--- src/rtl/mul_sequencer_if.sv ---
// EX-stage multiply handshake: instruction/operand inputs from EX, stall and result back to it.
interface mul_sequencer_if #(
    parameter int WIDTH = 32
);
    logic             valid_i;
    logic [2:0]       ALUCtrl_i;
    logic [WIDTH-1:0] data1_i;
    logic [WIDTH-1:0] data2_i;
    logic             flush_i;
    logic             stall_o;
    logic             busy_o;
    logic             done_o;
    logic [WIDTH-1:0] result_o;

    modport master (
        output valid_i, ALUCtrl_i, data1_i, data2_i, flush_i,
        input  stall_o, busy_o, done_o, result_o
    );

    modport slave (
        input  valid_i, ALUCtrl_i, data1_i, data2_i, flush_i,
        output stall_o, busy_o, done_o, result_o
    );
endinterface

--- src/rtl/mul_sequencer.sv ---
// Iterative shift-add multiplier for the EX stage: latches a MUL, stalls the pipe while it
// iterates one multiplier bit per cycle, then presents the low WIDTH bits for one DONE cycle.
module mul_sequencer #(
    parameter int       WIDTH      = 32,
    parameter bit [2:0] CTRL_MUL   = 3'b100,
    parameter bit       EARLY_EXIT = 1'b1
) (
    input logic            clk_i,
    input logic            rst_i,
    mul_sequencer_if.slave bus
);
    localparam int CW = $clog2(WIDTH) + 1;

    typedef enum logic [1:0] {
        IDLE,
        RUN,
        DONE
    } state_t;

    state_t           state;
    logic [WIDTH-1:0] acc;
    logic [WIDTH-1:0] mcand;
    logic [WIDTH-1:0] mplier;
    logic [WIDTH-1:0] result_q;
    logic [CW-1:0]    cnt;

    logic             acc_go;
    logic             last_iter;
    logic [WIDTH-1:0] acc_next;
    logic [WIDTH-1:0] mplier_next;

    assign acc_go      = bus.valid_i & (bus.ALUCtrl_i == CTRL_MUL) & ~bus.flush_i;
    assign mplier_next = mplier >> 1;
    assign acc_next    = mplier[0] ? (acc + mcand) : acc;

    // Early exit looks at the multiplier after this iteration's shift, so at least one RUN cycle always happens.
    assign last_iter = (cnt == CW'(WIDTH - 1)) || (EARLY_EXIT && (mplier_next == '0));

    always_ff @(posedge clk_i or posedge rst_i) begin
        if (rst_i) begin
            state    <= IDLE;
            acc      <= '0;
            mcand    <= '0;
            mplier   <= '0;
            cnt      <= '0;
            result_q <= '0;
        end else begin
            case (state)
                IDLE: begin
                    if (acc_go) begin
                        mcand  <= bus.data1_i;
                        mplier <= bus.data2_i;
                        acc    <= '0;
                        cnt    <= '0;
                        state  <= RUN;
                    end
                end
                RUN: begin
                    if (bus.flush_i) begin
                        state <= IDLE;
                    end else begin
                        acc    <= acc_next;
                        mcand  <= mcand << 1;
                        mplier <= mplier_next;
                        cnt    <= cnt + 1'b1;
                        if (last_iter) begin
                            result_q <= acc_next;
                            state    <= DONE;
                        end
                    end
                end
                DONE: begin
                    state <= IDLE;
                end
                default: begin
                    state <= IDLE;
                end
            endcase
        end
    end

    // Stall is raised in the accept cycle itself and dropped as soon as a flush kills the multiply.
    assign bus.stall_o  = ((state == IDLE) && acc_go) || ((state == RUN) && !bus.flush_i);
    assign bus.busy_o   = (state == RUN);
    assign bus.done_o   = (state == DONE);
    assign bus.result_o = result_q;
endmodule
--- src/flat_wrapper.sv ---
// flat-port wrapper written by rule: the top's interface ports become plain ports
module mul_sequencer_flat 
#(
    parameter int       WIDTH      = 32,
    parameter bit [2:0] CTRL_MUL   = 3'b100,
    parameter bit       EARLY_EXIT = 1'b1
)
  (clk_i, rst_i, bus_valid_i, bus_ALUCtrl_i, bus_data1_i, bus_data2_i, bus_flush_i, bus_stall_o, bus_busy_o, bus_done_o, bus_result_o);
  mul_sequencer_if #(.WIDTH(WIDTH)) bus_i ();
  input logic clk_i;
  input logic rst_i;
  input wire logic [$bits(bus_i.valid_i)-1:0] bus_valid_i;
  input wire logic [$bits(bus_i.ALUCtrl_i)-1:0] bus_ALUCtrl_i;
  input wire logic [$bits(bus_i.data1_i)-1:0] bus_data1_i;
  input wire logic [$bits(bus_i.data2_i)-1:0] bus_data2_i;
  input wire logic [$bits(bus_i.flush_i)-1:0] bus_flush_i;
  output wire logic [$bits(bus_i.stall_o)-1:0] bus_stall_o;
  output wire logic [$bits(bus_i.busy_o)-1:0] bus_busy_o;
  output wire logic [$bits(bus_i.done_o)-1:0] bus_done_o;
  output wire logic [$bits(bus_i.result_o)-1:0] bus_result_o;
  assign bus_i.valid_i = bus_valid_i;
  assign bus_i.ALUCtrl_i = bus_ALUCtrl_i;
  assign bus_i.data1_i = bus_data1_i;
  assign bus_i.data2_i = bus_data2_i;
  assign bus_i.flush_i = bus_flush_i;
  assign bus_stall_o = bus_i.stall_o;
  assign bus_busy_o = bus_i.busy_o;
  assign bus_done_o = bus_i.done_o;
  assign bus_result_o = bus_i.result_o;
  mul_sequencer #(.WIDTH(WIDTH), .CTRL_MUL(CTRL_MUL), .EARLY_EXIT(EARLY_EXIT)) u_core (.clk_i(clk_i), .rst_i(rst_i), .bus(bus_i));
endmodule
--- config.mk ---
export PLATFORM = sky130hd
export DESIGN_NAME = mul_sequencer_flat
export DESIGN_NICKNAME = d
export VERILOG_FILES = /design/src/rtl/mul_sequencer_if.sv /design/src/rtl/mul_sequencer.sv /design/src/flat_wrapper.sv
export SDC_FILE = /design/constraint.sdc
export NUM_CORES = 1
export LEC_CHECK = 0
export CORE_ASPECT_RATIO = 0.9
export CORE_UTILIZATION = 35
export CTS_CLUSTER_SIZE = 30
export DETAILED_ROUTE_END_ITERATION = 12
export MAX_ROUTING_LAYER = met4
export PLACE_DENSITY = 0.66
export SETUP_SLACK_MARGIN = 0.05
export SYNTH_ARGS = -nofsm -noshare
export SYNTH_HDL_FRONTEND = slang
export SYNTH_SLANG_ARGS = --single-unit
--- constraint.sdc ---
create_clock -name clk_i -period 4.5 [get_ports clk_i]
set_input_delay 0.9 -clock clk_i [delete_from_list [all_inputs] [get_ports clk_i]]
set_output_delay 0.9 -clock clk_i [all_outputs]
set_load 0.02 [all_outputs]
# Yosys cells after proc, flatten, opt, wreduce, memory -nomap -nowiden
# Cells that the tools add are included.
[word_totals]
register_bits = 136
input_bits = 71
output_inout_bits = 35
word_cells = 46
[op_classes]
addsub = 2
n_eq_ne = 7
mux = 17
n_bitwise = 3
reduce_logical = 11
[ops]
columns = ["cell", "n"]
rows = [
  ["two-way mux 32 bit", 7],
  ["case mux 32 bit (2 select lines)", 3],
  ["adder 32 bit", 1],
  ["logical NOT 32 bit", 1],
  ["two-way mux 6 bit", 2],
  ["case mux 6 bit (2 select lines)", 1],
  ["adder 6 x 1 -> 6 bit (second input constant)", 1],
  ["equality test 6 x 5 -> 1 bit (second input constant)", 1],
  ["two-way mux 2 bit", 3],
  ["AND reduction 3 bit", 2],
  ["case mux 2 bit (2 select lines)", 1],
  ["equality test 3 bit (second input constant)", 1],
  ["inequality test 3 x 2 -> 1 bit (second input constant)", 1],
  ["bitwise AND 1 bit", 2],
  ["equality test 2 x 1 -> 1 bit (second input constant)", 1],
  ["equality test 2 bit (second input constant)", 1],
  ["logical AND 1 bit", 2],
  ["logical NOT 2 bit", 1],
  ["logical OR 1 bit", 2],
  ["inequality test 2 x 1 -> 1 bit (second input constant)", 1],
  ["inequality test 2 bit (second input constant)", 1],
  ["AND reduction 2 bit", 1],
  ["nonzero test 2 bit", 1],
  ["logical NOT 1 bit", 1],
  ["NOT 1 bit", 1],
]

# Depth between registers and ports, before layout
# Gate-level depths: netlist (run 1).
[depth]
depth_word = 5
mapped_depth = 11
mapped_depth_nobuf = 11

# Least setup slack after synthesis (run 1)
# OpenSTA, ideal clock, no wires.
[synth_timing]
path_kind = "input -> output"
start = "input port bus_ALUCtrl_i[1]"
end = "output port bus_stall_o"
arrival_ns = 2.311
t_required_ns = 3.600
slack_ns = 1.289
path_stages = 6
n_path_buf = 1
cell_sequence = "nor2_1 nand3_1 nor4_1 nor2_1 inv_2 clkbuf_1"
[synth_via]
elab_chain_cells = 5
[synth_rtl]
columns = ["item", "line_no", "text"]
rows = [
  ["start, declared", "flat_wrapper.sv:13", "input wire logic [$bits(bus_i.ALUCtrl_i)-1:0] bus_ALUCtrl_i;"],
  ["equality test 3 bit", "mul_sequencer.sv:32", "assign acc_go = bus.valid_i & (bus.ALUCtrl_i == CTRL_MUL) & ~bus.flush_i;"],
  ["bitwise AND 1 bit (2 in a row)", "mul_sequencer.sv:32", ""],
  ["logical AND 1 bit", "mul_sequencer.sv:83", "assign bus.stall_o = ((state == IDLE) && acc_go) || ((state == RUN) && !bus.flush_i);"],
  ["logical OR 1 bit", "mul_sequencer.sv:83", ""],
  ["end, declared", "flat_wrapper.sv:17", "output wire logic [$bits(bus_i.stall_o)-1:0] bus_stall_o;"],
]
# No other way between the ends.

# Worst setup path in the final report (run 1)
# Ends and elaborated chain as after synthesis.

==> flow_metrics.tcl, run 1 <==
set metrics [dict create \
    initial_antenna_violation_count 0 \
    run_status "completed" \
    cp_slowest_cell "sky130_fd_sc_hd__clkdlybuf4s50_1" \
    die_area_um2 22200 \
    p_sw_share_pct 40.5 \
    crit_path_max_fo 5 \
    gp_congestion 0.905 \
    layout_commonest_cell "sky130_fd_sc_hd__nand2_1" \
    fp.coreArea_um2 21000 \
    synth.top_cells.by_area "sky130_fd_sc_hd__dfrtp_1 45%, sky130_fd_sc_hd__nand2_1 9.7%, sky130_fd_sc_hd__a31oi_1 5.7%" \
    p_sw_w 0.00255 \
    syn_area_per_cell_um2 8.67 \
    post_cts_buffers 0 \
    core.rowCount 50 \
    routed_wirelength_mm 19.9 \
    power.share.combinational_pct 46.8 \
    setup-violations-final 0 \
    number_of_enable_type_register_cells_in_the_synthesized_netlist 0 \
    rsz0062_at_grt "no" \
    initial_core_util_pct 36.0 \
    die_width_um 157 \
    worstPathRequired_ns 3.60 \
    clock_latency_ns 0.43 \
    antenna_cells 0 \
    mappedNetlistNets 977 \
    post_synth_num_cell_types 61 \
    share_seq_of_total_power_pct 28.9 \
    synth-warning-count 0 \
    cts_buffer_depth 2 \
    setup.worst_path.start_class "input pin" \
    drive_above_1_share_pct 6.43 \
    clock_power_share_pct 24.4 \
    h-tree-depth 4 \
    cp.arrival_ns 2.55 \
    critical-path-max-stage-delay_ns 0.60 \
    finalCriticalPeriod_ns 3.45 \
    ys_ff_latch 136 \
    groute.usage.overall_pct 19.6 \
    synth.cell_area_um2 7570 \
    power.ir.vdd_worst_v 0.000309 \
    synthToLayoutAreaGrowth_pct 25.7 \
    post-synth-top-area-fraction_pct 45.0 \
    final.fill_count 2085 \
    synth_async_sr_flop_share_pct 100 \
    final_max_slew_viol_count 0 \
    endpoint_kind "output port" \
    clkSinkCount 136 \
    static-leakage-power_nw 4.21 \
    cts.clk_slew.worst_paths_ns 0.06 \
    final_cell_mix "194 x sky130_fd_sc_hd__nand2_1, 136 x sky130_fd_sc_hd__dfrtp_1, 105 x sky130_fd_sc_hd__clkdlybuf4s50_1" \
    post_drt_wl_per_cell_um 15.9 \
    synth-seq-area-share_pct 45.0 \
    hold_class "reg2reg" \
    clock.fmax_ghz 0.290 \
    timing.max_cap.violations 0 \
    number_of_gates_given_a_new_drive_strength_after_cts 0 \
    drt_iter0_drc 460 \
    final_core_util_pct 45.3 \
    setup-tns-final_ns 0 \
    fin_worst_skew_ns 0.00621 \
    grt_pass1_vias 6182 \
    syn-instance-count 873 \
    cts_hold_repair.buffers 0 \
    first_pass_grt_wire_length_mm 32.7 \
    p_int_w 0.00375 \
    drtPass1Iterations 5 \
    cts_root_buffer "sky130_fd_sc_hd__clkbuf_16" \
    dp.final_hpwl_mm 13.9 \
    cellPowerDensity_nw_per_um2 663 \
    worst_setup_path_class "in2out" \
    vias 6435 \
    timing.final.crit_share_pct 76.7 \
    residual_drc_count 0 \
    pin_count_of_the_biggest_net_entering_global_routing 137 \
    timing.max_slew.rel_slack_pct 48.4 \
    finish.net_count 1056 \
    ys_dominant_reg_cell "sky130_fd_sc_hd__dfrtp_1" \
    ioPinCount 106 \
    hold_violations 0 \
    post_drt_via_cell_ratio 5.15 \
    worstPathCellList "clkdlybuf4s50_1 -> nor2_1 -> nand3_1 -> nor4_2 -> nor2_1 -> clkinv_2 -> clkdlybuf4s50_1" \
    die_h_um 142 \
    yosysTopAreaCell "sky130_fd_sc_hd__dfrtp_1" \
    overflow 0 \
    cts_tree "built" \
    ant_nets 0 \
    cts_made_buffers 17 \
    io_buffer_count 105 \
    timing_worst_slew_pin_value_ns 0.774 \
]
==> sequential cells by signal (all words and copies together), names as in the netlist <==
signal,flops
u_core.cnt,6
u_core.bus.result_o,32
u_core.state,2
u_core.mplier,32
u_core.mcand,32
u_core.acc,32
==> cell type report <==
class	count	area (um2)	area share, %
well taps	286	358	3.76
inverters	15	61.3	0.644
repair buffers	116	1150	12.0
clock buffers	21	480	5.05
flip-flops and latches	136	3400	35.8
multi-input cells	666	3900	41.0
clock inverters	10	165	1.74
==> metrics by stage <==
| step | instances | instance area, um2 | hold WS, ns | setup slack [ns] | power [W] |
|---|---|---|---|---|---|
| finish | 1250 | 9520 | 0.476 | 1.05 | 0.00631 |
| detailed placement | 1219 | 8870 | 0.472 | 1.04 | 0.00474 |
| global route | 1250 | 9520 | 0.508 | 0.901 | 0.00677 |
| floorplan | 873 | 7570 | 0.465 | 1.29 | 0.00405 |
| CTS | 1250 | 9520 | 0.485 | 1.02 | 0.00631 |
| global placement | 1219 | 8870 | 0.463 | 1.04 | 0.00472 |
==> critical path, delay by kind of cell <==
kind,cells,cell delay [ns]
buffers and inverters,3,1.08
AND/OR/NAND/NOR,4,0.58
==> path summary, 6_finish.rpt <==
kind	cells past startpoint	end	start	slack (ns)
min reg2reg	2	u_core.bus.result_o[9]	u_core.bus.result_o[9]	0.48
min in group asynchronous	3	u_core.bus.result_o[0]	rst_i	1.04
max reg2reg	11	u_core.bus.result_o[16]	u_core.mcand[0]	1.37
min	2	u_core.bus.result_o[9]	u_core.bus.result_o[9]	0.48
max in group asynchronous	3	u_core.mcand[28]	rst_i	2.95
max	7	bus_stall_o	bus_ALUCtrl_i[1]	1.05
==> power by group through the flow <==
stage          clock network, W  registers, W  logic [W]
3_5_place_dp                  0       0.00184    0.00291
4_1_cts                 0.00156       0.00182    0.00294
6_report                0.00154       0.00182    0.00295
3_3_place_gp                  0       0.00183    0.00289
2_1_floorplan                 0       0.00173    0.00231
5_1_grt                 0.00161       0.00186    0.00331
==> per-layer routing <==
metal | track usage [%] | up-vias | part of all wire, % | wire (um)
met4 | 7.15 | 0 | 1.8 | 354
met1 | 27.2 | 3023 | 50 | 9990
met5 | - | - | 0 | 0
met3 | 3.91 | 23 | 4.6 | 913
met2 | 28.1 | 130 | 43 | 8640
li1 | - | 3259 | - | -
==> cell usage after synthesis, types with 13 or more instances <==
cell / count
sky130_fd_sc_hd__dfrtp_1: 136
sky130_fd_sc_hd__a21oi_1: 44
sky130_fd_sc_hd__xnor2_1: 17
sky130_fd_sc_hd__ha_1: 32
sky130_fd_sc_hd__nor2_1: 91
sky130_fd_sc_hd__clkbuf_1: 45
sky130_fd_sc_hd__xor2_1: 14
sky130_fd_sc_hd__mux2i_1: 16
sky130_fd_sc_hd__a21o_1: 15
sky130_fd_sc_hd__a22o_1: 19
sky130_fd_sc_hd__nand2_1: 195
sky130_fd_sc_hd__inv_1: 13
sky130_fd_sc_hd__o21ai_0: 50
sky130_fd_sc_hd__a31oi_1: 69
==> logic make-up after synthesis <==
logic type / count (synthesis) / synth area share (%)
flip-flops: 136 / 45.0
AO/OA/AOI/OAI: 245 / 21.2
AND/OR/NAND/NOR: 341 / 18.9
multiplexers: 16 / 2.12
buffers and inverters: 71 / 3.67
adder cells (fa/ha/maj): 33 / 5.55
XOR/XNOR: 31 / 3.59
(Power assumes the default switching activity.)
==> run 2, diff against run 1 <==
PLACE_DENSITY = 0.64   (was 0.66)
clock period = 3.4 ns   (was 4.5 ns; I/O delays follow)
==> flow_metrics.tcl, run 2 (synthesis results as in run 1) <==
set metrics [dict create \
    cp_slowest_cell "sky130_fd_sc_hd__clkdlybuf4s50_1" \
    timing.max_cap.violations 0 \
    worst_setup_path_class "in2out" \
    groute.usage.overall_pct 19.8 \
    whs_path_depth 2 \
    setup-tns-final_ns 0 \
    cts_tree "built" \
    timing.max_slew.rel_slack_pct 31.2 \
    cts_made_buffers 17 \
    setup-violations-final 0 \
    rsz0062_at_grt "no" \
    ioPinCount 106 \
    h-tree-depth 4 \
    vias 6559 \
    drive_above_1_share_pct 7.19 \
    routed_wirelength_mm 20.3 \
    final_area_um2 9580 \
    final.fill_count 2056 \
    final_cell_mix "194 x sky130_fd_sc_hd__nand2_1, 136 x sky130_fd_sc_hd__dfrtp_1, 105 x sky130_fd_sc_hd__clkdlybuf4s50_1" \
    final_core_util_pct 45.6 \
    timing.final.crit_share_pct 91.3 \
    gp_congestion 0.902 \
    core.rowCount 50 \
    drt_iter0_drc 481 \
    setup.worst_path.start_class "input pin" \
    power.ir.vdd_worst_v 0.000389 \
    worstPathCellList "clkdlybuf4s50_1 -> nor2_1 -> nand3_1 -> nor4_2 -> nor2_1 -> clkinv_2 -> clkdlybuf4s50_1" \
    post_drt_wl_per_cell_um 16.1 \
    fin_worst_skew_ns 0.00676 \
    die_width_um 157 \
    worstPathRequired_ns 2.72 \
    static-leakage-power_nw 4.25 \
    die_h_um 142 \
    finish.net_count 1065 \
    clock_latency_ns 0.43 \
    dp.final_hpwl_mm 14.6 \
    finalCriticalPeriod_ns 3.10 \
    initial_core_util_pct 36.0 \
    reg2regPathDepth 11 \
    hold_violations 0 \
    cts_hold_repair.buffers 0 \
    cts_buffer_depth 2 \
    post_dp_cell_area_um2 8960 \
    ant_nets 0 \
    post_cts_buffers 0 \
    antenna_cells 0 \
    initial_antenna_violation_count 0 \
    synthToLayoutAreaGrowth_pct 26.6 \
    clock.fmax_ghz 0.322 \
    fp.coreArea_um2 21000 \
    grt_util_met2_pct 29.2 \
    timing_worst_slew_pin_value_ns 1.03 \
    post_drt_via_cell_ratio 5.21 \
    grt_pass1_vias 6215 \
    grtUsageMet1_pct 27.0 \
    io_buffer_count 105 \
    cellPowerDensity_nw_per_um2 871 \
    first_pass_grt_wire_length_mm 33.1 \
    crit_path_max_fo 5 \
    final_max_slew_viol_count 0 \
    cts_root_buffer "sky130_fd_sc_hd__clkbuf_16" \
    hold_class "reg2reg" \
    grt_max_usage_layer "met2" \
    overflow 0 \
    pin_count_of_the_biggest_net_entering_global_routing 126 \
    met3_usage_pct 4.52 \
    layout_commonest_cell "sky130_fd_sc_hd__nand2_1" \
    clkSinkCount 136 \
    critical-path-max-stage-delay_ns 0.57 \
    number_of_gates_given_a_new_drive_strength_after_cts 0 \
    run_status "completed" \
    cts.clk_slew.worst_paths_ns 0.05 \
    cp.arrival_ns 2.42 \
    drtPass1Iterations 6 \
    endpoint_kind "output port" \
    die_area_um2 22200 \
    residual_drc_count 0 \
]
## run 2: cell types whose count changed in the layout (fill, tap and decap cells not counted), sizes merged
cell | previous run | this run
buf | 11 | 20
clkbuf | 21 | 20
clkinv | 3 | 7
inv | 14 | 12
## run 2: path summary, 6_finish.rpt
check,from,end,slack [ns]
min,u_core.bus.result_o[6],u_core.bus.result_o[6],0.47
max reg2reg,u_core.mcand[0],u_core.bus.result_o[20],0.34
max,bus_ALUCtrl_i[1],bus_stall_o,0.30
max in group asynchronous,rst_i,u_core.bus.result_o[26],1.88
min in group asynchronous,rst_i,u_core.mcand[5],0.77
min reg2reg,u_core.bus.result_o[6],u_core.bus.result_o[6],0.47
## run 2: critical path: cells and delay by family
kind | cells | cell delay (ns)
simple gates | 4 | 0.54
buf+inv | 3 | 1.20
## run 2: metrics by stage
stage	power [W]	setup slack, ns	std cells	hold WS (ns)
3_3_place_gp	0.00633	0.321	1228	0.464
3_5_place_dp	0.00635	0.323	1228	0.471
2_1_floorplan	0.00536	0.629	873	0.465
5_1_grt	0.00893	0.167	1260	0.506
4_1_cts	0.00836	0.294	1260	0.483
6_report	0.00835	0.297	1260	0.473
## run 2: final cells by class
| type | count | area, um2 | area share, % |
|---|---|---|---|
| Multi-Input combinational cell | 666 | 3900 | 40.7 |
| Sequential cell | 136 | 3400 | 35.5 |
| Tap cell | 286 | 358 | 3.73 |
| Timing Repair Buffer | 125 | 1240 | 12.9 |
| Clock buffer | 20 | 447 | 4.66 |
| Inverter | 15 | 61.3 | 0.640 |
| Clock inverter | 12 | 175 | 1.83 |
## run 2: power breakdown
part / switching [W] / leakage (nW) / internal [W] / total, W
Clock: 0.000720 / 0.296 / 0.00124 / 0.00196
Combinational: 0.00230 / 2.26 / 0.00168 / 0.00398
Sequential: 0.000387 / 1.69 / 0.00202 / 0.00241
## run 2: metal layers
| layer | vias up | routed length [um] |
|---|---|---|
| met3 | 22 | 1120 |
| met2 | 156 | 9010 |
| met1 | 3104 | 9920 |
| li1 | 3277 | - |
| met4 | 0 | 261 |
| met5 | - | 0 |
==> run 3, diff against run 2 <==
CTS_CLUSTER_DIAMETER = 40   (was default)
PLACE_DENSITY = 0.66   (was 0.64)
clock period = 2.6 ns   (was 3.4 ns; I/O delays follow)
==> flow_metrics.tcl, run 3 (synthesis results as in run 1) <==
set metrics [dict create \
    grt_pass1_vias 6963 \
    final_cell_mix "193 x sky130_fd_sc_hd__nand2_1, 136 x sky130_fd_sc_hd__dfrtp_1, 129 x sky130_fd_sc_hd__buf_4" \
    first_pass_grt_wire_length_mm 35.9 \
    hold_violations 0 \
    critical-path-max-stage-delay_ns 0.42 \
    cp_slowest_cell "sky130_fd_sc_hd__dfrtp_1" \
    die_width_um 157 \
    routed_wirelength_mm 22.3 \
    h-tree-depth 4 \
    endpoint "u_core.bus.result_o[30]" \
    overflow 0 \
    clock_latency_ns 0.43 \
    die_area_um2 22200 \
    cellPowerDensity_nw_per_um2 1210 \
    setup-violations-final 17 \
    post-place-cells 1331 \
    power.ir.vdd_worst_v 0.000694 \
    setup_ws_ns -0.138 \
    timing.max_cap.violations 0 \
    drt_iter0_drc 506 \
    timing.rr.end "u_core.bus.result_o[30]" \
    cp.arrival_ns 3.09 \
    post_drt_via_cell_ratio 5.20 \
    final.fill_count 1955 \
    cts.clk_slew.worst_paths_ns 0.06 \
    violated_checks "setup timing" \
    ioPinCount 106 \
    timing_worst_slew_pin_value_ns 0.670 \
    post_drt_wl_per_cell_um 16.2 \
    cts_root_buffer "sky130_fd_sc_hd__clkbuf_16" \
    setup.worst_path.start_class "flip-flop" \
    reg2regPathDepth 11 \
    total_power_w 0.0130 \
    groute.usage.overall_pct 21.4 \
    clock.fmax_ghz 0.365 \
    pin_count_of_the_biggest_net_entering_global_routing 86 \
    drtPass1Iterations 5 \
    static-leakage-power_nw 4.84 \
    clkSinkCount 136 \
    finish.net_count 1181 \
    final_max_slew_viol_count 0 \
    core.rowCount 50 \
    timing.final.crit_share_pct 105 \
    gp_congestion 0.979 \
    dp.final_hpwl_mm 15.8 \
    worst_setup_path_class "reg2reg" \
    fin_worst_skew_ns 0.00730 \
    io_buffer_count 105 \
    hold_class "in2async" \
    worstPathRequired_ns 2.95 \
    rsz0062_at_grt "yes" \
    residual_drc_count 0 \
    initial_antenna_violation_count 1 \
    fp.coreArea_um2 21000 \
    run_status "complete, but fails checks" \
    cts_made_buffers 17 \
    worstPathCellList "ha_4 -> fa_2 -> a211oi_2 -> o21bai_2 -> o2111ai_4 -> a211oi_2 -> or3_4 -> a41oi_2 -> xnor2_2 -> nand2_1 -> a21oi_1" \
    setup.reg_to_reg.worst_slack_ns -0.14 \
    most_prevalent_standard_cell_on_the_critical_path "sky130_fd_sc_hd__a211oi_2" \
    r2r_start "u_core.mcand[0]" \
    endpoint_kind "flip-flop" \
    die_h_um 142 \
    vias 7160 \
    timing.critical_path.from "u_core.mcand[0]" \
    final_cells 1376 \
    cts_tree "built" \
    ant_nets 0 \
    synthToLayoutAreaGrowth_pct 41.4 \
    crit_path_max_fo 4 \
    layout_commonest_cell "sky130_fd_sc_hd__nand2_1" \
    initial_core_util_pct 36.0 \
    finalCriticalPeriod_ns 2.74 \
    timing.max_slew.rel_slack_pct 55.3 \
    cts_buffer_depth 2 \
    drive_above_1_share_pct 20.5 \
]
run 3: layout make-up:
class | count | area [um2] | share of cell area (%)
repair buffers | 241 | 2120 | 19.8
diodes | 1 | 2.50 | 0.0234
inverters | 15 | 61.3 | 0.572
flip-flops and latches | 136 | 3400 | 31.8
clock inverters | 13 | 108 | 1.00
clock buffers | 18 | 429 | 4.01
multi-input cells | 666 | 4220 | 39.4
well taps | 286 | 358 | 3.34
run 3: timing repair:
action                                  in CTS  in global routing
buffers inserted                             7                  6
endpoints found under the hold margin        0                  0
pin swaps                                   17                 18
hold buffers                                 0                  0
gates resized for setup                     25                 36
endpoints found under the setup margin      34                 34
run 3: power by group:
group          total [W]  switching [W]  internal, W
combinational    0.00760        0.00390      0.00369
sequential       0.00313       0.000483      0.00264
clock            0.00226       0.000958      0.00130
total             0.0130        0.00534      0.00764
run 3: worst max-delay path: cells and delay by family, from the launching register on:
kind	cells	cell delay, ns
compound gates	6	1.10
simple gates	2	0.46
flops	1	0.42
fa+ha+maj	2	0.54
xor+xnor	1	0.14
run 3: routing by layer:
metal,share of wire [%],routed length (um),track usage (%)
met3,5.1,1130,4.70
met1,47,10500,28.8
met4,1.6,365,6.03
met5,0,0,-
met2,46,10200,32.6
run 3: metrics by stage:
step | setup slack [ns] | area [um2] | hold slack (ns) | util (%) | TNS [ns]
2_1_floorplan | 0.0717 | 7580 | 0.465 | - | 0
3_3_place_gp | -0.124 | 9740 | 0.465 | 46.3 | -1.36
3_5_place_dp | -0.191 | 9740 | 0.470 | 46.3 | -2.40
4_1_cts | -0.120 | 10500 | 0.358 | 49.9 | -0.864
5_1_grt | -0.268 | 10700 | 0.358 | 50.9 | -4.24
6_report | -0.138 | 10700 | 0.361 | 50.9 | -0.916
run 3: worst min-delay path by stage:
stage / start / endpoint / slack [ns] / depth (start not counted)
2_1_floorplan: u_core.cnt[1] / u_core.cnt[1] / 0.47 / 2
3_3_place_gp: u_core.bus.result_o[4] / u_core.bus.result_o[4] / 0.46 / 2
3_5_place_dp: u_core.bus.result_o[3] / u_core.bus.result_o[3] / 0.47 / 2
4_1_cts: rst_i / u_core.mcand[1] / 0.36 / 2
5_1_grt: rst_i / u_core.mcand[1] / 0.36 / 2
6_report: rst_i / u_core.mcand[1] / 0.36 / 2
